[config.mk]
export PLATFORM = sky130hd
export DESIGN_NAME = prog_rom_loader_flat
export DESIGN_NICKNAME = d
export VERILOG_FILES = /design/src/rtl/prog_rom_loader_pkg.sv /design/src/rtl/prog_rom_loader_if.sv /design/src/rtl/prog_rom_loader_mem.sv /design/src/rtl/prog_rom_loader.sv /design/src/flat_wrapper.sv
export SDC_FILE = /design/constraint.sdc
export NUM_CORES = 1
export LEC_CHECK = 0
export CAP_MARGIN = 10
export CORE_MARGIN = 2
export CORE_UTILIZATION = 29
export DETAILED_ROUTE_END_ITERATION = 10
export SLEW_MARGIN = 20
export SYNTH_ARGS = -nofsm -noshare
export SYNTH_HDL_FRONTEND = slang
export SYNTH_SLANG_ARGS = --single-unit
[constraint.sdc]
create_clock -name clock -period 11.32 [get_ports clock]
set_input_delay 2.264 -clock clock [delete_from_list [all_inputs] [get_ports clock]]
set_output_delay 2.264 -clock clock [all_outputs]
set_load 0.02 [all_outputs]
[src/rtl/prog_rom_loader_pkg.sv]
// Shared types and constants for the program ROM loader and its memory.
package prog_rom_loader_pkg;

    localparam int unsigned PROG_DEPTH = 32;

    // CPU fetch address: bank select plus 4-bit offset, giving a 5-bit memory index.
    typedef struct packed {
        logic       mode;
        logic [3:0] addr;
    } addr_t;

    // Instruction byte as seen by the CPU.
    typedef struct packed {
        logic [3:0] opcode;
        logic [3:0] imm;
    } data_t;

    typedef enum logic [1:0] {
        StIdle  = 2'd0,
        StLoad  = 2'd1,
        StRun   = 2'd2,
        StError = 2'd3
    } loader_state_t;

    // Additive checksum step; wraps modulo 256.
    function automatic logic [7:0] csum_add(input logic [7:0] acc, input logic [7:0] b);
        return acc + b;
    endfunction

endpackage

[src/rtl/prog_rom_loader_if.sv]
// Fetch and load-stream signals between the loader and its host/CPU.
interface prog_rom_loader_if;
    import prog_rom_loader_pkg::*;

    addr_t       fetch_addr;
    data_t       fetch_data;
    logic        load_start;
    logic        load_valid;
    logic [7:0]  load_byte;
    logic        load_ready;
    logic        load_done;
    logic        load_error;

    // Host / CPU side.
    modport master (
        output fetch_addr,
        output load_start,
        output load_valid,
        output load_byte,
        input  fetch_data,
        input  load_ready,
        input  load_done,
        input  load_error
    );

    // Loader side.
    modport slave (
        input  fetch_addr,
        input  load_start,
        input  load_valid,
        input  load_byte,
        output fetch_data,
        output load_ready,
        output load_done,
        output load_error
    );

endinterface

[src/rtl/prog_rom_loader_mem.sv]
// DEPTH x 8 program store: async-clear register array, one sync write port,
// one combinational read port.
module prog_rom_loader_mem
    import prog_rom_loader_pkg::*;
#(
    parameter int unsigned DEPTH = PROG_DEPTH,
    parameter int unsigned AW    = $clog2(DEPTH)
) (
    input  logic          clock,
    input  logic          reset,
    input  logic          we,
    input  logic [AW-1:0] waddr,
    input  data_t         wdata,
    input  logic [AW-1:0] raddr,
    output data_t         rdata
);

    data_t mem_q [DEPTH];

    // Reset wipes every byte so no partial image survives a reset.
    always_ff @(posedge clock or posedge reset) begin
        if (reset) begin
            for (int i = 0; i < int'(DEPTH); i++) begin
                mem_q[i] <= '0;
            end
        end else if (we) begin
            mem_q[waddr] <= wdata;
        end
    end

    // Zero-latency read: the CPU samples data on the edge that advances its address.
    assign rdata = mem_q[raddr];

endmodule

[src/rtl/prog_rom_loader.sv]
// Program memory stage for the 4-bit CPU: serves fetches, accepts a checksummed
// program over a valid/ready byte stream, and holds the CPU in reset until a
// verified image is present.
module prog_rom_loader
    import prog_rom_loader_pkg::*;
#(
    parameter int unsigned DEPTH    = PROG_DEPTH,
    parameter int unsigned TIMEOUT  = 1024,
    parameter bit          AUTO_RUN = 1'b0
) (
    input  logic                clock,
    input  logic                reset,
    prog_rom_loader_if.slave    bus,
    output logic                cpu_run,
    output logic [1:0]          state_o
);

    localparam int unsigned AW = $bits(addr_t);
    localparam int unsigned CW = $clog2(DEPTH + 1);
    localparam int unsigned TW = $clog2(TIMEOUT);

    localparam loader_state_t RESET_STATE = AUTO_RUN ? StRun : StIdle;
    // Index of the checksum byte, which follows the DEPTH program bytes.
    localparam logic [CW-1:0] CSUM_IDX    = CW'(DEPTH);
    localparam logic [TW-1:0] TOUT_LAST   = TW'(TIMEOUT - 1);

    loader_state_t state_q, state_d;
    logic [CW-1:0] count_q, count_d;
    logic [7:0]    sum_q,   sum_d;
    logic [TW-1:0] tout_q,  tout_d;
    logic          done_q,  done_d;

    logic          accept;
    logic          mem_we;
    logic [AW-1:0] mem_waddr;

    // A start pulse pre-empts any byte offered in the same cycle.
    assign bus.load_ready = (state_q == StLoad) && !bus.load_start;
    assign accept         = bus.load_valid && bus.load_ready;

    assign mem_we    = accept && (count_q < CSUM_IDX);
    assign mem_waddr = count_q[AW-1:0];

    prog_rom_loader_mem #(
        .DEPTH (DEPTH),
        .AW    (AW)
    ) u_mem (
        .clock (clock),
        .reset (reset),
        .we    (mem_we),
        .waddr (mem_waddr),
        .wdata (data_t'(bus.load_byte)),
        .raddr (AW'(bus.fetch_addr)),
        .rdata (bus.fetch_data)
    );

    // State, counters and the done pulse register.
    always_ff @(posedge clock or posedge reset) begin
        if (reset) begin
            state_q <= RESET_STATE;
            count_q <= '0;
            sum_q   <= '0;
            tout_q  <= '0;
            done_q  <= 1'b0;
        end else begin
            state_q <= state_d;
            count_q <= count_d;
            sum_q   <= sum_d;
            tout_q  <= tout_d;
            done_q  <= done_d;
        end
    end

    // Next-state: start (re)enters LOAD from anywhere; LOAD consumes bytes,
    // checks the trailing checksum and watches for a stalled host.
    always_comb begin
        state_d = state_q;
        count_d = count_q;
        sum_d   = sum_q;
        tout_d  = tout_q;
        done_d  = 1'b0;

        if (bus.load_start) begin
            state_d = StLoad;
            count_d = '0;
            sum_d   = '0;
            tout_d  = '0;
        end else begin
            unique case (state_q)
                StLoad: begin
                    if (accept) begin
                        // Acceptance clears the stall counter even on its last cycle.
                        tout_d = '0;
                        if (count_q == CSUM_IDX) begin
                            if (bus.load_byte == sum_q) begin
                                state_d = StRun;
                                done_d  = 1'b1;
                            end else begin
                                state_d = StError;
                            end
                        end else begin
                            count_d = count_q + CW'(1);
                            sum_d   = csum_add(sum_q, bus.load_byte);
                        end
                    end else if (tout_q == TOUT_LAST) begin
                        state_d = StError;
                    end else begin
                        tout_d = tout_q + TW'(1);
                    end
                end
                StIdle, StRun, StError: begin
                end
                default: begin
                end
            endcase
        end
    end

    // Outputs decode the state register only, so cpu_run cannot glitch.
    assign cpu_run        = (state_q == StRun);
    assign bus.load_error = (state_q == StError);
    assign bus.load_done  = done_q;
    assign state_o        = state_q;

endmodule

[src/flat_wrapper.sv]
// flat-port wrapper written by rule: the top's interface ports become plain ports
module prog_rom_loader_flat import prog_rom_loader_pkg::*;
#(
    parameter int unsigned DEPTH    = PROG_DEPTH,
    parameter int unsigned TIMEOUT  = 1024,
    parameter bit          AUTO_RUN = 1'b0
)
  (clock, reset, cpu_run, state_o, bus_fetch_addr, bus_load_start, bus_load_valid, bus_load_byte, bus_fetch_data, bus_load_ready, bus_load_done, bus_load_error);
  prog_rom_loader_if bus_i ();
  input  logic clock;
  input  logic reset;
  output logic cpu_run;
  output logic [1:0] state_o;
  input wire logic [$bits(bus_i.fetch_addr)-1:0] bus_fetch_addr;
  input wire logic [$bits(bus_i.load_start)-1:0] bus_load_start;
  input wire logic [$bits(bus_i.load_valid)-1:0] bus_load_valid;
  input wire logic [$bits(bus_i.load_byte)-1:0] bus_load_byte;
  output wire logic [$bits(bus_i.fetch_data)-1:0] bus_fetch_data;
  output wire logic [$bits(bus_i.load_ready)-1:0] bus_load_ready;
  output wire logic [$bits(bus_i.load_done)-1:0] bus_load_done;
  output wire logic [$bits(bus_i.load_error)-1:0] bus_load_error;
  assign bus_i.fetch_addr = bus_fetch_addr;
  assign bus_i.load_start = bus_load_start;
  assign bus_i.load_valid = bus_load_valid;
  assign bus_i.load_byte = bus_load_byte;
  assign bus_fetch_data = bus_i.fetch_data;
  assign bus_load_ready = bus_i.load_ready;
  assign bus_load_done = bus_i.load_done;
  assign bus_load_error = bus_i.load_error;
  prog_rom_loader #(.DEPTH(DEPTH), .TIMEOUT(TIMEOUT), .AUTO_RUN(AUTO_RUN)) u_core (.clock(clock), .reset(reset), .bus(bus_i), .cpu_run(cpu_run), .state_o(state_o));
endmodule
==> results of run 1 <==
routing by layer:
metal | up-vias | track usage
li1 | 3322 | -
met3 | 38 | 0.0198
met4 | 0 | 0.0347
met5 | - | 0
met2 | 122 | 0.225
met1 | 4116 | 0.188
flip-flops by register name, indices dropped and copies added, names as in the netlist:
signal and flops:
u_core.bus.load_done 1, u_core.count_q 6, u_core.state_o 2, u_core.sum_q 8, u_core.tout_q 10, u_core.u_mem.mem_q 256
how the worst min path moves through the flow:
stage	start	endpoint	slack, ns	cells after the start
after floorplan	u_core.u_mem.mem_q[104]	u_core.u_mem.mem_q[104]	0.47	1
after global placement	u_core.u_mem.mem_q[132]	u_core.u_mem.mem_q[132]	0.48	1
after detailed placement	u_core.u_mem.mem_q[141]	u_core.u_mem.mem_q[141]	0.49	1
after CTS	u_core.u_mem.mem_q[141]	u_core.u_mem.mem_q[141]	0.50	1
after global routing	u_core.u_mem.mem_q[170]	u_core.u_mem.mem_q[170]	0.51	1
final	u_core.u_mem.mem_q[41]	u_core.u_mem.mem_q[41]	0.50	1
final cells by class:
cell class	instances	area [sq um]
sequential	283	7080
clock inverter	12	213
tap	600	751
clock buffer	41	863
fill	4448	30000
inverter	5	26.3
multi-input combinational	534	5950
timing repair buffer	42	393
placed cells by master (no fill, tap or decap), types with 6 or more instances in the layout:
| cell type | netlist | final |
|---|---|---|
| mux4_2 | 80 | 80 |
| buf_4 | 6 | 13 |
| dfrtp_1 | 283 | 283 |
| a21oi_1 | 7 | 7 |
| nand3_1 | 6 | 6 |
| mux2_2 | 266 | 266 |
| nor3_1 | 7 | 7 |
| xnor2_1 | 8 | 8 |
| nor4_1 | 6 | 6 |
| clkbuf_16 | 0 | 31 |
| clkdlybuf4s50_1 | 0 | 27 |
| o21ai_0 | 16 | 16 |
| nor2_1 | 23 | 23 |
| nand2_1 | 45 | 45 |
| ha_1 | 12 | 12 |
| nand3b_1 | 9 | 9 |
worst reg2reg max path, stage by stage, from the launching register on:
cell and delay (ns):
dfrtp_1 0.45, nand3b_1 0.36, nor4b_2 0.83, nand2_1 0.66
mux2_2 0.46
logic make-up after synthesis:
kind of cell	Yosys count	share of synthesized area
AOI/OAI and AO/OA	40	0.0188
xor gates and xnor gates	12	0.00791
adders and majority gates	13	0.0128
buffers and inverters	63	0.0205
DFF	283	0.533
muxes	347	0.362
and+or+nand+nor	122	0.0457
power groups by stage:
stage               Sequential (mW)  Clock, mW  Combinational (mW)
global route                   1.08       1.14               0.213
finish                         1.08       1.07               0.191
detailed placement             1.10          0               0.195
global placement               1.10          0               0.192
CTS                            1.08       1.10               0.196
floorplan                      1.09          0               0.145
==> impl_summary.log, run 1 <==
[metrics] outcome: complete, no violations
[metrics] antenna diode count: 0
[metrics] Setup-failing EPs final: 0
[metrics] min setup slack post-route: 3.55 ns
[metrics] Max stage delay cell, worst path: buf_4
[metrics] number of synthesized register bits: 283
[metrics] startpoint of the worst register-to-register path: u_core.state_o[1]
[metrics] vertical extent of the die: 218 microns
[metrics] clk slew on worst S/H paths: 0.06 ns
[metrics] topmost layer with routed signal wires: met4
[metrics] switching share of power: 0.232
[metrics] final wirelength: 31.8 mm
[metrics] most common library cells after synthesis: dfrtp_1, mux2_2, mux4_2
[metrics] part of the power in combinational logic: 0.082
[metrics] Levels on crit path: 6
[metrics] syn_nets: 910
[metrics] First-pass DRT Iterations: 5
[metrics] predominant post-synthesis flop cell: dfrtp_1
[metrics] number of antenna violations at the first check in global routing: 0
[metrics] setup slack on the worst flop-to-flop path: 8.44 ns
[metrics] worst path buffer plus inverter count: 3
[metrics] Fin Hold WS: 0.500 ns
[metrics] Clock power frac: 0.457
[metrics] total routing resource utilization after global routing: 0.136
[metrics] wire length on met2: 15.3 mm
[metrics] number of placement rows: 78
[metrics] tightest slew margin relative to the limit: 0.321
[metrics] max cap viols: 0
[metrics] sequential cell fraction of total power: 0.461
[metrics] gr ovfl total: 0
[metrics] number of setup buffers added after CTS: 0
[metrics] share of Yosys cell area claimed by the top area cell type: 0.533
[metrics] fraction of layout instances using a drive strength above 1: 0.450
[metrics] Tightest Pin Transition: 1.02 ns
[metrics] Layout Nets: 927
[metrics] number of cell instances on the worst register-to-register path: 4
[metrics] DIE WIDTH: 218 microns
[metrics] number of global-route vias before repair: 8018
[metrics] number of hold-repair buffers added at the cts stage: 0
[metrics] Finished Cell Area: 15300 sq um
[metrics] violation count after the first detailed-routing iteration: 512
[metrics] leakage power total: 7.09 nW
[metrics] number of non-filler instances in the completed layout: 1517
[metrics] die area: 47600 sq um
[metrics] CTS tree: yes
[metrics] Final HPWL DP: 19.4 mm
[metrics] Cell Chain, Critical Path: buf_4 -> buf_4 -> mux4_2 -> mux4_2 -> mux2_2 -> clkdlybuf4s50_1
[metrics] upper clock frequency limit: 129 MHz
[metrics] Core ar.: 45300 sq um
[metrics] share of flip-flops with an asynchronous set or reset after synthesis: 1.00
[metrics] final antenna-violating net count: 0
[metrics] number of input and output port buffers inserted: 30
[metrics] capture point of the worst path: bus_fetch_data[7]
[metrics] share of synthesized area occupied by flip-flops and latches: 0.533
[metrics] core utilization of the finished layout: 0.337
[metrics] buffer type at the clock tree root: clkbuf_16
[metrics] RSZ-0062 raised after global routing: false
[metrics] total clock buffers created by CTS: 31
[metrics] power density of the placed cells: 153 nW/um^2
[metrics] routed metal-1 wire length: 14.9 mm
[metrics] maximum vdd ir drop: 0.117 mV
[metrics] cell-internal power: 1.79 mW
[metrics] post-layout power: 2.34 mW
[metrics] total vias in the final route: 7598
[metrics] total DRC errors in the routed layout: 0
[metrics] kind of start point of the critical path: input port
[metrics] number of cells after detailed placement: 1464
[metrics] routed wire length on met3: 1.04 mm
[metrics] synthesized cell area: 13300 sq um
[metrics] Worst path top cell family by delay: buffers and inverters
[metrics] routability congestion estimate from global placement: 0.766
[metrics] setup slack after placement: 3.46 ns
[metrics] Fin Clk Skew: 0.0185 ns
[metrics] IO Count: 31
[metrics] RR Endpoint: u_core.u_mem.mem_q[160]
[metrics] Net Sw Power: 0.543 mW
[metrics] Setup Total Neg Slack: 0 ns
[metrics] CTS Buffer Depth: 3
[metrics] largest net degree at the start of global routing: 155
[metrics] clock latency on the worst-skew pair: 0.58 ns
[metrics] cell with the most instances after synthesis: dfrtp_1
[metrics] sort of element at the end of the critical path: output pin
[metrics] peak per-stage delay on the critical path: 0.66 ns
[metrics] cell area after placement: 14200 sq um
[metrics] Routed WL per cell: 20.9 microns
[metrics] final max-slew violation count: 0
[metrics] period utilization: 0.687
[metrics] average cell area after synthesis: 15.1 sq um
[metrics] TritonCTS sink count: 283
[metrics] mean number of vias per cell: 5.01
[metrics] synthesized instance count: 880
[metrics] Final Hold Violating Endpoints: 0
[metrics] count of different cell masters after synthesis: 44
[metrics] Yosys warning total: 0
[metrics] critical path class: in2out
[metrics] launch point of the worst path: bus_fetch_addr[0]
[metrics] number of gates given a new drive strength after cts: 0
[metrics] maximum fanout encountered on the critical timing path: 41
[metrics] Post-synth EDFFs: 0
[metrics] first-pass GRT wire length: 49.6 mm
[metrics] ranking of synthesized cells by area: dfrtp_1, mux2_2, mux4_2, nand2_1, ha_1
[metrics] min-delay worst type: reg2reg
[metrics] area added between synthesis and finish: 14.9%
[metrics] data arrival time of the critical path: 5.51 ns
[metrics] required time of the critical path: 9.06 ns
[metrics] Period minus WS final: 7.77 ns
[metrics] cell type contributing the most total cell area after synthesis: dfrtp_1
[metrics] Initial Utilization: 0.294
[metrics] CTS H-tree depth: 1
(Power assumes the default switching activity.)
==> run 2, diff against run 1 <==
==> constraint.sdc (replaced) <==
create_clock -name clock -period 6.4 [get_ports clock]
set_input_delay 1.28 -clock clock [delete_from_list [all_inputs] [get_ports clock]]
set_output_delay 1.28 -clock clock [all_outputs]
set_load 0.02 [all_outputs]
==> run 2 against run 1 <==
Worst setup slack got worse by 2.2 ns. Die area did not move. Non-clock buffer count increased by 5. Routed wire length rose by 2.1%. Clock power up 80%. Via count about the same. Sequential power grew 79%. Power up 80%.
==> impl_summary.log, run 2 (synthesis results as in run 1) <==
[metrics] outcome: complete, no violations
[metrics] switching share of power: 0.233 (+0.000758)
[metrics] violation count after the first detailed-routing iteration: 395 (-23%)
[metrics] gr ovfl total: 0 (unchanged)
[metrics] Max stage delay cell, worst path: clkdlybuf4s50_1
[metrics] maximum vdd ir drop: 0.201 mV (+72%)
[metrics] post-layout power: 4.20 mW (+80%)
[metrics] First-pass DRT Iterations: 4 (-1)
[metrics] area added between synthesis and finish: 15.7%
[metrics] IO Count: 31 (unchanged)
[metrics] total routing resource utilization after global routing: 0.139 (+0.00326)
[metrics] most repeated library cell on the critical path: mux4_2
[metrics] antenna diode count: 0 (unchanged)
[metrics] period utilization: 0.797
[metrics] Layout Nets: 932 (+0.54%)
[metrics] most common cell after layout, fill and taps aside: dfrtp_1
[metrics] Core ar.: 45300 sq um (unchanged)
[metrics] number of hold-repair buffers added at the cts stage: 0 (unchanged)
[metrics] power density of the placed cells: 273 nW/um^2 (+79%)
[metrics] Setup Total Neg Slack: 0 ns (unchanged)
[metrics] sequential cell fraction of total power: 0.459 (-0.002)
[metrics] max reg flops: 256 (unchanged)
[metrics] number of gates given a new drive strength after cts: 0 (unchanged)
[metrics] total clock buffers created by CTS: 31 (unchanged)
[metrics] kind of start point of the critical path: input port
[metrics] vertical extent of the die: 218 microns (unchanged)
[metrics] required time of the critical path: 5.12 ns (-3.94 ns)
[metrics] Clock power frac: 0.460 (+0.003)
[metrics] routability congestion estimate from global placement: 0.755 (-1.4%)
[metrics] min-delay worst type: reg2reg
[metrics] leading cell types in the layout, fill and taps excluded: dfrtp_1, mux2_2, mux4_2
[metrics] CTS Buffer Depth: 3 (unchanged)
[metrics] largest registers ranked by flip-flop count: u_core.u_mem.mem_q: 256 flops, u_core.tout_q: 10 flops, u_core.sum_q: 8 flops
[metrics] Routed WL per cell: 21.3 microns (+1.6%)
[metrics] CTS H-tree depth: 1 (unchanged)
[metrics] peak per-stage delay on the critical path: 0.56 ns (-0.10 ns)
[metrics] total vias in the final route: 7591 (-0.092%)
[metrics] max cap viols: 0 (unchanged)
[metrics] Net Sw Power: 0.979 mW (+80%)
[metrics] Filler Cells Inserted: 4411 (-0.83%)
[metrics] first-pass GRT wire length: 50.6 mm (+2.1%)
[metrics] CTS tree: yes
[metrics] Cell Chain, Critical Path: buf_4 -> buf_12 -> mux4_2 -> mux4_2 -> mux2_2 -> clkdlybuf4s50_1
[metrics] leakage power total: 7.14 nW (+0.76%)
[metrics] final antenna-violating net count: 0 (unchanged)
[metrics] largest net degree at the start of global routing: 160 (+3.2%)
[metrics] mean number of vias per cell: 4.98 (-0.62%)
[metrics] Biggest register: u_core.u_mem.mem_q
[metrics] number of placement rows: 78 (unchanged)
[metrics] fraction of layout instances using a drive strength above 1: 0.455 (+0.00475)
[metrics] sort of element at the end of the critical path: output pin
[metrics] data arrival time of the critical path: 3.82 ns (-1.69 ns)
[metrics] cell-internal power: 3.22 mW (+80%)
[metrics] Period minus WS final: 5.10 ns
[metrics] total DRC errors in the routed layout: 0 (unchanged)
[metrics] cell area after placement: 14300 sq um (+0.50%)
[metrics] Final HPWL DP: 20.8 mm (+6.9%)
[metrics] Fin Hold WS: 0.501 ns (+0.000413 ns)
[metrics] critical path class: in2out
[metrics] tightest slew margin relative to the limit: 0.334 (+0.0126)
[metrics] DIE WIDTH: 218 microns (unchanged)
[metrics] Final Hold Violating Endpoints: 0 (unchanged)
[metrics] Finished Cell Area: 15400 sq um (+0.71%)
[metrics] final max-slew violation count: 0 (unchanged)
[metrics] part of the power in combinational logic: 0.081 (about the same)
[metrics] number of input and output port buffers inserted: 30 (unchanged)
[metrics] final wirelength: 32.4 mm (+2.1%)
[metrics] number of global-route vias before repair: 8094 (+0.95%)
[metrics] clk slew on worst S/H paths: 0.06 ns (about the same)
[metrics] buffer type at the clock tree root: clkbuf_16
[metrics] Fin Clk Skew: 0.0226 ns (+0.00410 ns)
[metrics] Setup-failing EPs final: 0 (unchanged)
[metrics] RSZ-0062 raised after global routing: false
[metrics] number of antenna violations at the first check in global routing: 0 (unchanged)
[metrics] upper clock frequency limit: 196 MHz
[metrics] clock latency on the worst-skew pair: 0.58 ns (about the same)
[metrics] Initial Utilization: 0.294 (unchanged)
[metrics] die area: 47600 sq um (unchanged)
[metrics] TritonCTS sink count: 283 (unchanged)
[metrics] maximum fanout encountered on the critical timing path: 23 (-44%)
[metrics] number of setup buffers added after CTS: 0 (unchanged)
[metrics] Tightest Pin Transition: 0.997 ns (-0.0215 ns)
## run 2: cell types whose count changed in the layout (fill, tap and decap cells not counted), sizes merged
| cell | previous run | this run |
|---|---|---|
| buf | 15 | 19 |
| clkinv | 3 | 6 |
| inv | 7 | 5 |
| bufinv | 5 | 6 |
| clkdlybuf4s50 | 27 | 28 |
| clkinvlp | 2 | 3 |
## run 2: final cells by class
type / instances / area, sq um / area share
Clock buffer: 41 / 873 / 0.0568
Tap cell: 600 / 751 / 0.0488
Clock inverter: 15 / 234 / 0.0152
Timing Repair Buffer: 47 / 473 / 0.0307
Multi-Input combinational cell: 534 / 5950 / 0.387
Inverter: 5 / 22.5 / 0.00146
Sequential cell: 283 / 7080 / 0.460
## run 2: power by group through the flow
stage / logic [mW] / registers [mW] / clock network [mW]
5_1_grt: 0.376 / 1.93 / 2.05
3_3_place_gp: 0.340 / 1.96 / 0
6_report: 0.340 / 1.93 / 1.93
4_1_cts: 0.348 / 1.93 / 1.97
2_1_floorplan: 0.257 / 1.92 / 0
3_5_place_dp: 0.347 / 1.96 / 0
## run 2: final timing paths
| check | start | endpoint | slack [ns] | cells after the start |
|---|---|---|---|---|
| setup / recovery | bus_fetch_addr[0] | bus_fetch_data[7] | 1.30 | 6 |
| hold / removal | u_core.u_mem.mem_q[11] | u_core.u_mem.mem_q[11] | 0.50 | 1 |
| setup reg to reg | u_core.state_o[0] | u_core.u_mem.mem_q[32] | 3.45 | 4 |
| hold reg to reg | u_core.u_mem.mem_q[11] | u_core.u_mem.mem_q[11] | 0.50 | 1 |
| max in group asynchronous | reset | u_core.u_mem.mem_q[88] | 4.00 | 3 |
| min in group asynchronous | reset | u_core.tout_q[2] | 1.13 | 2 |
## run 2: critical path: cells and delay by family
kind,cells,cell delay [ns]
multiplexers,3,1.37
buffers and inverters,3,1.14
## run 2: metal layers
| metal | global-route usage | vias to the layer above | part of all wire |
|---|---|---|---|
| met2 | 0.231 | 134 | 0.48 |
| met4 | 0.0295 | 0 | 0.017 |
| met1 | 0.193 | 4079 | 0.47 |
| met3 | 0.0225 | 46 | 0.037 |
| met5 | 0 | - | 0 |
| li1 | - | 3332 | - |
## run 2: through the flow
step / worst slack, ns / utilization / instances
final: 1.30 / 0.340 / 1525
after CTS: 1.25 / 0.340 / 1525
after global placement: 1.26 / 0.315 / 1469
after floorplan: 1.37 / - / 880
after detailed placement: 1.26 / 0.315 / 1469
after global routing: 1.17 / 0.340 / 1525
==> run 3, diff against run 2 <==
==> constraint.sdc (replaced) <==
create_clock -name clock -period 5.27 [get_ports clock]
set_input_delay 1.054 -clock clock [delete_from_list [all_inputs] [get_ports clock]]
set_output_delay 1.054 -clock clock [all_outputs]
set_load 0.02 [all_outputs]
==> run 3 against run 2 <==
Clock skew rose by 0.028 ns. Flip-flop and latch count did not move. Critical path type unchanged. Power rose by 16%. Die area did not move. Register-to-register slack got worse by 0.81 ns. Largest power group unchanged. Clock-buffer cell count rose by 1. Cell area fell by 0.48%. Critical path depth did not move. Final cell count rose by 0.13%. Via count rose by 1.3%. Worst hold slack got worse by 0.00063 ns. Routed wire length fell by 0.88%.
==> impl_summary.log, run 3 (synthesis results as in run 1) <==
[metrics] Levels on crit path: 6 (unchanged)
[metrics] power density of the placed cells: 318 nW/um^2 (+17%)
[metrics] Filler Cells Inserted: 4449 (+0.86%)
[metrics] number of input and output port buffers inserted: 30 (unchanged)
[metrics] peak per-stage delay on the critical path: 0.55 ns (about the same)
[metrics] most repeated library cell on the critical path: mux4_2
[metrics] largest registers ranked by flip-flop count: u_core.u_mem.mem_q: 256 flops, u_core.tout_q: 10 flops, u_core.sum_q: 8 flops
[metrics] Most Used Layer, Global Route: met2
[metrics] antenna diode count: 0 (unchanged)
[metrics] buffer type at the clock tree root: clkbuf_16
[metrics] Worst path top cell family by delay: multiplexers
[metrics] worst path buffer plus inverter count: 3 (unchanged)
[metrics] kind of start point of the critical path: input port
[metrics] most common cell after layout, fill and taps aside: dfrtp_1
[metrics] Setup-failing EPs final: 0 (unchanged)
[metrics] final antenna-violating net count: 0 (unchanged)
[metrics] leading cell types in the layout, fill and taps excluded: dfrtp_1, mux2_2, mux4_2
[metrics] max cap viols: 0 (unchanged)
[metrics] vertical extent of the die: 218 microns (unchanged)
[metrics] required time of the critical path: 4.22 ns (-0.90 ns)
[metrics] CTS tree: yes
[metrics] number of antenna violations at the first check in global routing: 1 (+1)
[metrics] total clock buffers created by CTS: 30 (-3.2%)
[metrics] outcome: complete, no violations
[metrics] number of cell instances on the worst register-to-register path: 5 (+1)
[metrics] maximum fanout encountered on the critical timing path: 35 (+52%)
[metrics] violation count after the first detailed-routing iteration: 545 (+38%)
[metrics] Final HPWL DP: 20.0 mm (-3.8%)
[metrics] clk slew on worst S/H paths: 0.06 ns (about the same)
[metrics] CTS H-tree depth: 1 (unchanged)
[metrics] Biggest register: u_core.u_mem.mem_q
[metrics] max reg flops: 256 (unchanged)
[metrics] core utilization of the finished layout: 0.338 (-0.00163)
[metrics] area added between synthesis and finish: 15.1%
[metrics] leakage power total: 7.11 nW (-0.41%)
[metrics] number of gates given a new drive strength after cts: 0 (unchanged)
[metrics] number of hold-repair buffers added at the cts stage: 0 (unchanged)
[metrics] IO Count: 31 (unchanged)
[metrics] maximum vdd ir drop: 0.249 mV (+24%)
[metrics] Setup Total Neg Slack: 0 ns (unchanged)
[metrics] hold path depth: 1 (unchanged)
[metrics] upper clock frequency limit: 217 MHz
[metrics] data arrival time of the critical path: 3.56 ns (-0.26 ns)
[metrics] number of non-filler instances in the completed layout: 1527 (+0.13%)
[metrics] clock latency on the worst-skew pair: 0.60 ns (+0.02 ns)
[metrics] final wirelength: 32.2 mm (-0.88%)
[metrics] number of cells after detailed placement: 1472 (+0.20%)
[metrics] First-pass DRT Iterations: 5 (+1)
[metrics] met3 track demand over resource in global routing: 0.0298 (+0.00724)
[metrics] tightest slew margin relative to the limit: 0.384 (+0.0506)
[metrics] gr ovfl total: 0 (unchanged)
[metrics] critical path class: in2out
[metrics] grt met2 use: 0.212 (-0.0198)
[metrics] Initial Utilization: 0.294 (unchanged)
[metrics] DIE WIDTH: 218 microns (unchanged)
[metrics] Cell Chain, Critical Path: buf_4 -> buf_12 -> mux4_2 -> mux4_2 -> mux2_2 -> clkdlybuf4s50_1
[metrics] setup slack after placement: 0.626 ns (-0.630 ns)
[metrics] first-pass GRT wire length: 49.9 mm (-1.3%)
[metrics] min-delay worst type: reg2reg
[metrics] period utilization: 0.876
[metrics] die area: 47600 sq um (unchanged)
[metrics] number of setup buffers added after CTS: 0 (unchanged)
[metrics] Fin Clk Skew: 0.0507 ns (+0.0282 ns)
[metrics] Tightest Pin Transition: 0.924 ns (-0.0733 ns)
[metrics] routability congestion estimate from global placement: 0.741 (-1.9%)
[metrics] Routed WL per cell: 21.1 microns (-1.0%)
[metrics] Layout Nets: 934 (+0.21%)
[metrics] largest net degree at the start of global routing: 157 (-1.9%)
[metrics] total vias in the final route: 7691 (+1.3%)
[metrics] min setup slack post-route: 0.655 ns (-0.646 ns)
[metrics] number of global-route vias before repair: 8086 (-0.099%)
[metrics] Max stage delay cell, worst path: clkdlybuf4s50_1
[metrics] TritonCTS sink count: 283 (unchanged)
[metrics] CTS Buffer Depth: 3 (unchanged)
[metrics] number of placement rows: 78 (unchanged)
[metrics] total routing resource utilization after global routing: 0.137 (-0.00241)
[metrics] total DRC errors in the routed layout: 0 (unchanged)
[metrics] mean number of vias per cell: 5.04 (+1.2%)
[metrics] met1 capacity usage during global routing: 0.197 (+0.00488)
[metrics] fraction of layout instances using a drive strength above 1: 0.454 (-0.000982)
[metrics] Period minus WS final: 4.62 ns
[metrics] sort of element at the end of the critical path: output pin
[metrics] Final Hold Violating Endpoints: 0 (unchanged)
[metrics] final max-slew violation count: 0 (unchanged)
[metrics] Core ar.: 45300 sq um (unchanged)
[metrics] RSZ-0062 raised after global routing: false
## run 3: path summary, 6_finish.rpt
path,slack (ns),from,to
min reg2reg,0.50,u_core.u_mem.mem_q[37],u_core.u_mem.mem_q[37]
min in group asynchronous,0.86,reset,u_core.tout_q[0]
max in group asynchronous,3.25,reset,u_core.u_mem.mem_q[10]
min,0.50,u_core.u_mem.mem_q[37],u_core.u_mem.mem_q[37]
max reg2reg,2.64,u_core.state_o[1],u_core.u_mem.mem_q[145]
max,0.65,bus_fetch_addr[0],bus_fetch_data[6]
## run 3: stage by stage
stage          area, sq um  hold slack (ns)  total power, mW
4_1_cts              15300            0.501             4.93
2_1_floorplan        13300            0.474             2.65
3_3_place_gp         14300            0.482             2.78
3_5_place_dp         14300            0.487             2.79
6_report             15300            0.500             4.87
5_1_grt              15300            0.508             5.07
## run 3: layout make-up
| cell class | instances | area, sq um | share of cell area |
|---|---|---|---|
| inverters | 5 | 22.5 | 0.00147 |
| clock buffers | 42 | 856 | 0.0559 |
| repair buffers | 50 | 508 | 0.0332 |
| flip-flops and latches | 283 | 7080 | 0.463 |
| multi-input cells | 534 | 5950 | 0.388 |
| clock inverters | 13 | 143 | 0.00932 |
| well taps | 600 | 751 | 0.0490 |
## run 3: power breakdown
part | internal, mW | switching (mW) | leakage, nW
Clock | 1.23 | 0.899 | 0.495
Sequential | 2.26 | 0.0526 | 3.90
Combinational | 0.201 | 0.224 | 2.72
Total | 3.70 | 1.18 | 7.11
## run 3: worst reg2reg max path, stage by stage (launching register included)
cell and delay [ns]:
dfrtp_1 0.42, nand3b_1 0.35, nor3_1 0.32, and2_1 0.43, nand2_1 0.54, mux2_2 0.45
## run 3: metal layers
metal	vias to the layer above	share of wire
li1	3333	-
met4	2	0.019
met2	149	0.46
met1	4163	0.47
met3	44	0.049
met5	-	0.00031
==> RTL edit 1 (settings of run 3) <==
`TIMEOUT` is set to 1024 in 2 places; all go to 512.
--- a/src/rtl/prog_rom_loader.sv
+++ b/src/rtl/prog_rom_loader.sv
@@ -5,7 +5,7 @@
     import prog_rom_loader_pkg::*;
 #(
     parameter int unsigned DEPTH    = PROG_DEPTH,
-    parameter int unsigned TIMEOUT  = 1024,
+    parameter int unsigned TIMEOUT  = 512,
     parameter bit          AUTO_RUN = 1'b0
 ) (
     input  logic                clock,
--- a/src/flat_wrapper.sv
+++ b/src/flat_wrapper.sv
@@ -2,7 +2,7 @@
 module prog_rom_loader_flat import prog_rom_loader_pkg::*;
 #(
     parameter int unsigned DEPTH    = PROG_DEPTH,
-    parameter int unsigned TIMEOUT  = 1024,
+    parameter int unsigned TIMEOUT  = 512,
     parameter bit          AUTO_RUN = 1'b0
 )
   (clock, reset, cpu_run, state_o, bus_fetch_addr, bus_load_start, bus_load_valid, bus_load_byte, bus_fetch_data, bus_load_ready, bus_load_done, bus_load_error);
Behaviour: no difference found for any inputs over 4 cycles, from zero or initial values and one cycle with reset high; that may be too few to reach the edited logic, so the function may still have changed.
==> RTL edit 1 against run 3 <==
Worst setup slack lost 0.043 ns; die area shrank 0.91%; combinational power shrank 4%; wire length shrank 4.4%; clock skew shrank 0.031 ns; via count shrank 2.8%; first-iteration DRC count shrank 11%; power grew 1.6%; synthesized cell count shrank 2.3%; cell count shrank 1.3%; design area shrank 0.35%; critical path depth is the same; sequential cell count shrank 1; synthesized area shrank 0.92%.
==> RTL edit 1: results (changes against run 3) <==
.. list-table::
   :header-rows: 1

   * - Metric
     - Value
   * - Placed Instance Area
     - 14200 µm² (was 14300 µm²)
   * - Maximum vdd ir drop
     - 0.000277 V (was 0.000249 V)
   * - Mean post-synth cell area
     - 15.3 µm² (was 15.1 µm²)
   * - Leakage power
     - 7.15 nW (was 7.11 nW)
   * - Tightest hold margin
     - 0.500 ns (about the same)
   * - Maximum number of pins on one net before global-route repair
     - 132 (was 157)
   * - Initial DRC count
     - 484 (was 545)
   * - Synthesized net count
     - 891 (was 910)
   * - Overall Global Routing Usage
     - 13.4% (was 13.7%)
   * - Global-route wire length before repair
     - 49000 µm (was 49900 µm)
   * - Switching power
     - 1.14 mW (was 1.18 mW)
   * - Nets
     - 914 (was 934)
   * - Length of routed met3 wiring
     - 1400 µm (was 1560 µm)
   * - Internal portion of total power
     - 3.81 mW (was 3.70 mW)
   * - Top cells by area, synth
     - sky130_fd_sc_hd__dfrtp_1, sky130_fd_sc_hd__mux2_2, sky130_fd_sc_hd__mux4_2, sky130_fd_sc_hd__nand2_1, sky130_fd_sc_hd__ha_1 (unchanged)
   * - Critical hold path startpoint
     - u_core.u_mem.mem_q[239]$_DFFE_PP0P_ (was u_core.u_mem.mem_q[37]$_DFFE_PP0P_)
   * - DR vias/cell
     - 4.96 (was 5.04)
   * - Routed metal-1 wire length
     - 14600 µm (was 15300 µm)
   * - Proportion of layout cells with a drive suffix above 1
     - 46.9% (was 45.4%)
   * - Top fanout value on the critical path
     - 26 (was 35)
   * - Placed instance count
     - 1451 (was 1472)
   * - Worst Hold Endpoint
     - u_core.u_mem.mem_q[239]$_DFFE_PP0P_ (was u_core.u_mem.mem_q[37]$_DFFE_PP0P_)
   * - Final wirelength
     - 30700 µm (was 32200 µm)
   * - Seq pwr share
     - 46.5% (was 47.6%)
   * - Latest clock arrival within the worst-skew pair
     - 0.57 ns (was 0.60 ns)
   * - Status
     - completed (unchanged)
   * - Sequential share of the synthesized area
     - 53.6% (was 53.3%)
   * - Worst Clk Skew
     - 0.0194 ns (was 0.0507 ns)
   * - Global Route met3 Usage
     - 1.87% (was 2.98%)
   * - Final weighted congestion in routability-driven placement
     - 0.782 (was 0.741)
   * - Number of global-route vias before repair
     - 7874 (was 8086)
   * - Netlist cell types
     - 40 (was 44)
   * - Post-DR wirelength/cell
     - 20.4 µm (was 21.1 µm)
   * - Detailed Place HPWL
     - 19800 µm (was 20000 µm)
   * - Terminus of the critical flop-to-flop path
     - u_core.u_mem.mem_q[104]$_DFFE_PP0P_ (was u_core.u_mem.mem_q[145]$_DFFE_PP0P_)
   * - Worst reg2reg setup slack
     - 2.59 ns (was 2.64 ns)
-- RTL edit 1: changes by cell type after synthesis, moves of 2 or more --
cell,run 3,this run
sky130_fd_sc_hd__xor2_1,4,11
sky130_fd_sc_hd__o21ai_0,16,9
sky130_fd_sc_hd__buf_2,5,8
sky130_fd_sc_hd__nor4_1,6,1
sky130_fd_sc_hd__nand3b_1,9,1
sky130_fd_sc_hd__clkbuf_1,38,36
sky130_fd_sc_hd__a31o_2,0,2
sky130_fd_sc_hd__xnor2_1,8,4
sky130_fd_sc_hd__and4_1,2,0
sky130_fd_sc_hd__a21oi_1,7,5
sky130_fd_sc_hd__nor3_1,7,5
sky130_fd_sc_hd__nand4_1,3,6
-- RTL edit 1: worst max path at each step --
stage | slack, ns | from | end
CTS | 0.57 | bus_fetch_addr[0] | bus_fetch_data[0]
global route | 0.53 | bus_fetch_addr[0] | bus_fetch_data[5]
floorplan | 0.48 | reset | u_core.bus.load_done$_DFF_PP0_
finish | 0.61 | bus_fetch_addr[0] | bus_fetch_data[0]
detailed placement | 0.58 | bus_fetch_addr[0] | bus_fetch_data[0]
global placement | 0.61 | bus_fetch_addr[0] | bus_fetch_data[0]
-- RTL edit 1: cell type report --
type,count,area (µm²)
well taps,600,751
inverters,4,18.8
repair buffers,49,510
clock inverters,13,171
flip-flops and latches,282,7060
clock buffers,43,891
fillers,4392,29800
multi-input cells,516,5860
-- RTL edit 1: cell families (layout without fill, tap and decap cells) --
family | Yosys count | after routing | synth area share (%)
AO/OA/AOI/OAI | 28 | 28 | 1.35
XOR/XNOR | 15 | 15 | 0.997
adder cells (fa/ha/maj) | 14 | 14 | 1.39
buffers and inverters | 62 | 109 | 2.07
flip-flops | 282 | 282 | 53.6
multiplexers | 349 | 349 | 36.7
AND/OR/NAND/NOR | 110 | 110 | 3.97
==> RTL edit 2 (settings of run 3) <==
Without the edit above. Make the reset (`reset`) synchronous in 2 clocked blocks. Comments in the files are not updated.
--- a/src/rtl/prog_rom_loader_mem.sv
+++ b/src/rtl/prog_rom_loader_mem.sv
@@ -18,7 +18,7 @@
     data_t mem_q [DEPTH];
 
     // Reset wipes every byte so no partial image survives a reset.
-    always_ff @(posedge clock or posedge reset) begin
+    always_ff @(posedge clock) begin
         if (reset) begin
             for (int i = 0; i < int'(DEPTH); i++) begin
                 mem_q[i] <= '0;
--- a/src/rtl/prog_rom_loader.sv
+++ b/src/rtl/prog_rom_loader.sv
@@ -55,7 +55,7 @@
     );
 
     // State, counters and the done pulse register.
-    always_ff @(posedge clock or posedge reset) begin
+    always_ff @(posedge clock) begin
         if (reset) begin
             state_q <= RESET_STATE;
             count_q <= '0;
Check against the original RTL: differs if reset is asserted again (counterexample within 4 cycles, from zero or initial values and one cycle with reset high); with reset held inactive, the same outputs for 4 cycles.
==> RTL edit 2 against run 3 <==
Worst setup slack gained 0.032 ns; wire length shrank 0.61%; sequential share of layout area rose by 7.2 points; sequential cell count unchanged; power increased by 4.6%; synthesized area fell by 0.17%; critical path depth unchanged; combinational power down 12%; clock skew decreased by 0.042 ns; design area rose by 0.45%; critical endpoint unchanged.
==> RTL edit 2: results (changes against run 3) <==
.. list-table::
   :header-rows: 1

   * - Metric
     - Value
   * - Status
     - completed (unchanged)
   * - DR vias/cell
     - 4.76 (was 5.04)
   * - Worst reg2reg setup slack
     - 2.48 ns (was 2.64 ns)
   * - Synth Area in Compound Gates
     - 1.52% (was 1.88%)
   * - Final wirelength
     - 32000 µm (was 32200 µm)
   * - Antenna violations before repair
     - 2 (was 1)
   * - Post-synthesis cell count
     - 912 (was 880)
   * - Number of global-route vias before repair
     - 7710 (was 8086)
   * - Detailed Place HPWL
     - 20800 µm (was 20000 µm)
   * - Routed metal-1 wire length
     - 14600 µm (was 15300 µm)
   * - Maximum number of pins on one net before global-route repair
     - 57 (was 157)
   * - Total design power
     - 5.10 mW (was 4.87 mW)
   * - Length of routed met3 wiring
     - 1400 µm (was 1560 µm)
   * - Maximum vdd ir drop
     - 0.000235 V (was 0.000249 V)
   * - Layout filler cell count
     - 4341 (was 4449)
   * - Global-route wire length before repair
     - 48800 µm (was 49900 µm)
   * - Nets
     - 980 (was 934)
   * - Worst Hold Endpoint
     - u_core.sum_q[0]$_SDFFE_PP0P_ (was u_core.u_mem.mem_q[37]$_DFFE_PP0P_)
   * - Adder-cell area share of the yosys netlist
     - 1.28% (about the same)
   * - Terminus of the critical flop-to-flop path
     - u_core.u_mem.mem_q[7][1]$_SDFFCE_PN0P_ (was u_core.u_mem.mem_q[145]$_DFFE_PP0P_)
   * - Sequential cell count
     - 283 (unchanged)
   * - Max stage delay cell, worst path
     - sky130_fd_sc_hd__mux4_2 (was sky130_fd_sc_hd__clkdlybuf4s50_1)
   * - Number of non-clock inverters
     - 6 (was 5)
   * - Cell count of the worst reg-to-reg path
     - 6 (was 5)
   * - Sequential share of the synthesized area
     - 62.0% (was 53.3%)
   * - Minimum setup slack after placement
     - 0.647 ns (was 0.626 ns)
   * - Initial DRC count
     - 573 (was 545)
## RTL edit 2: cell count changes in the layout (fill, tap and decap cells not counted), moves of 6 or more
| cell | run 3 | this run |
|---|---|---|
| sky130_fd_sc_hd__dfrtp_1 | 283 | 0 |
| sky130_fd_sc_hd__edfxtp_1 | 0 | 256 |
| sky130_fd_sc_hd__or2_2 | 0 | 33 |
| sky130_fd_sc_hd__nand2_1 | 45 | 19 |
| sky130_fd_sc_hd__and2_1 | 5 | 225 |
| sky130_fd_sc_hd__dfxtp_1 | 0 | 27 |
| sky130_fd_sc_hd__nand3b_1 | 9 | 3 |
| sky130_fd_sc_hd__nor3_1 | 7 | 43 |
| sky130_fd_sc_hd__buf_4 | 17 | 36 |
| sky130_fd_sc_hd__o21ai_0 | 16 | 5 |
| sky130_fd_sc_hd__mux2_2 | 266 | 8 |
| sky130_fd_sc_hd__nor2_1 | 23 | 55 |
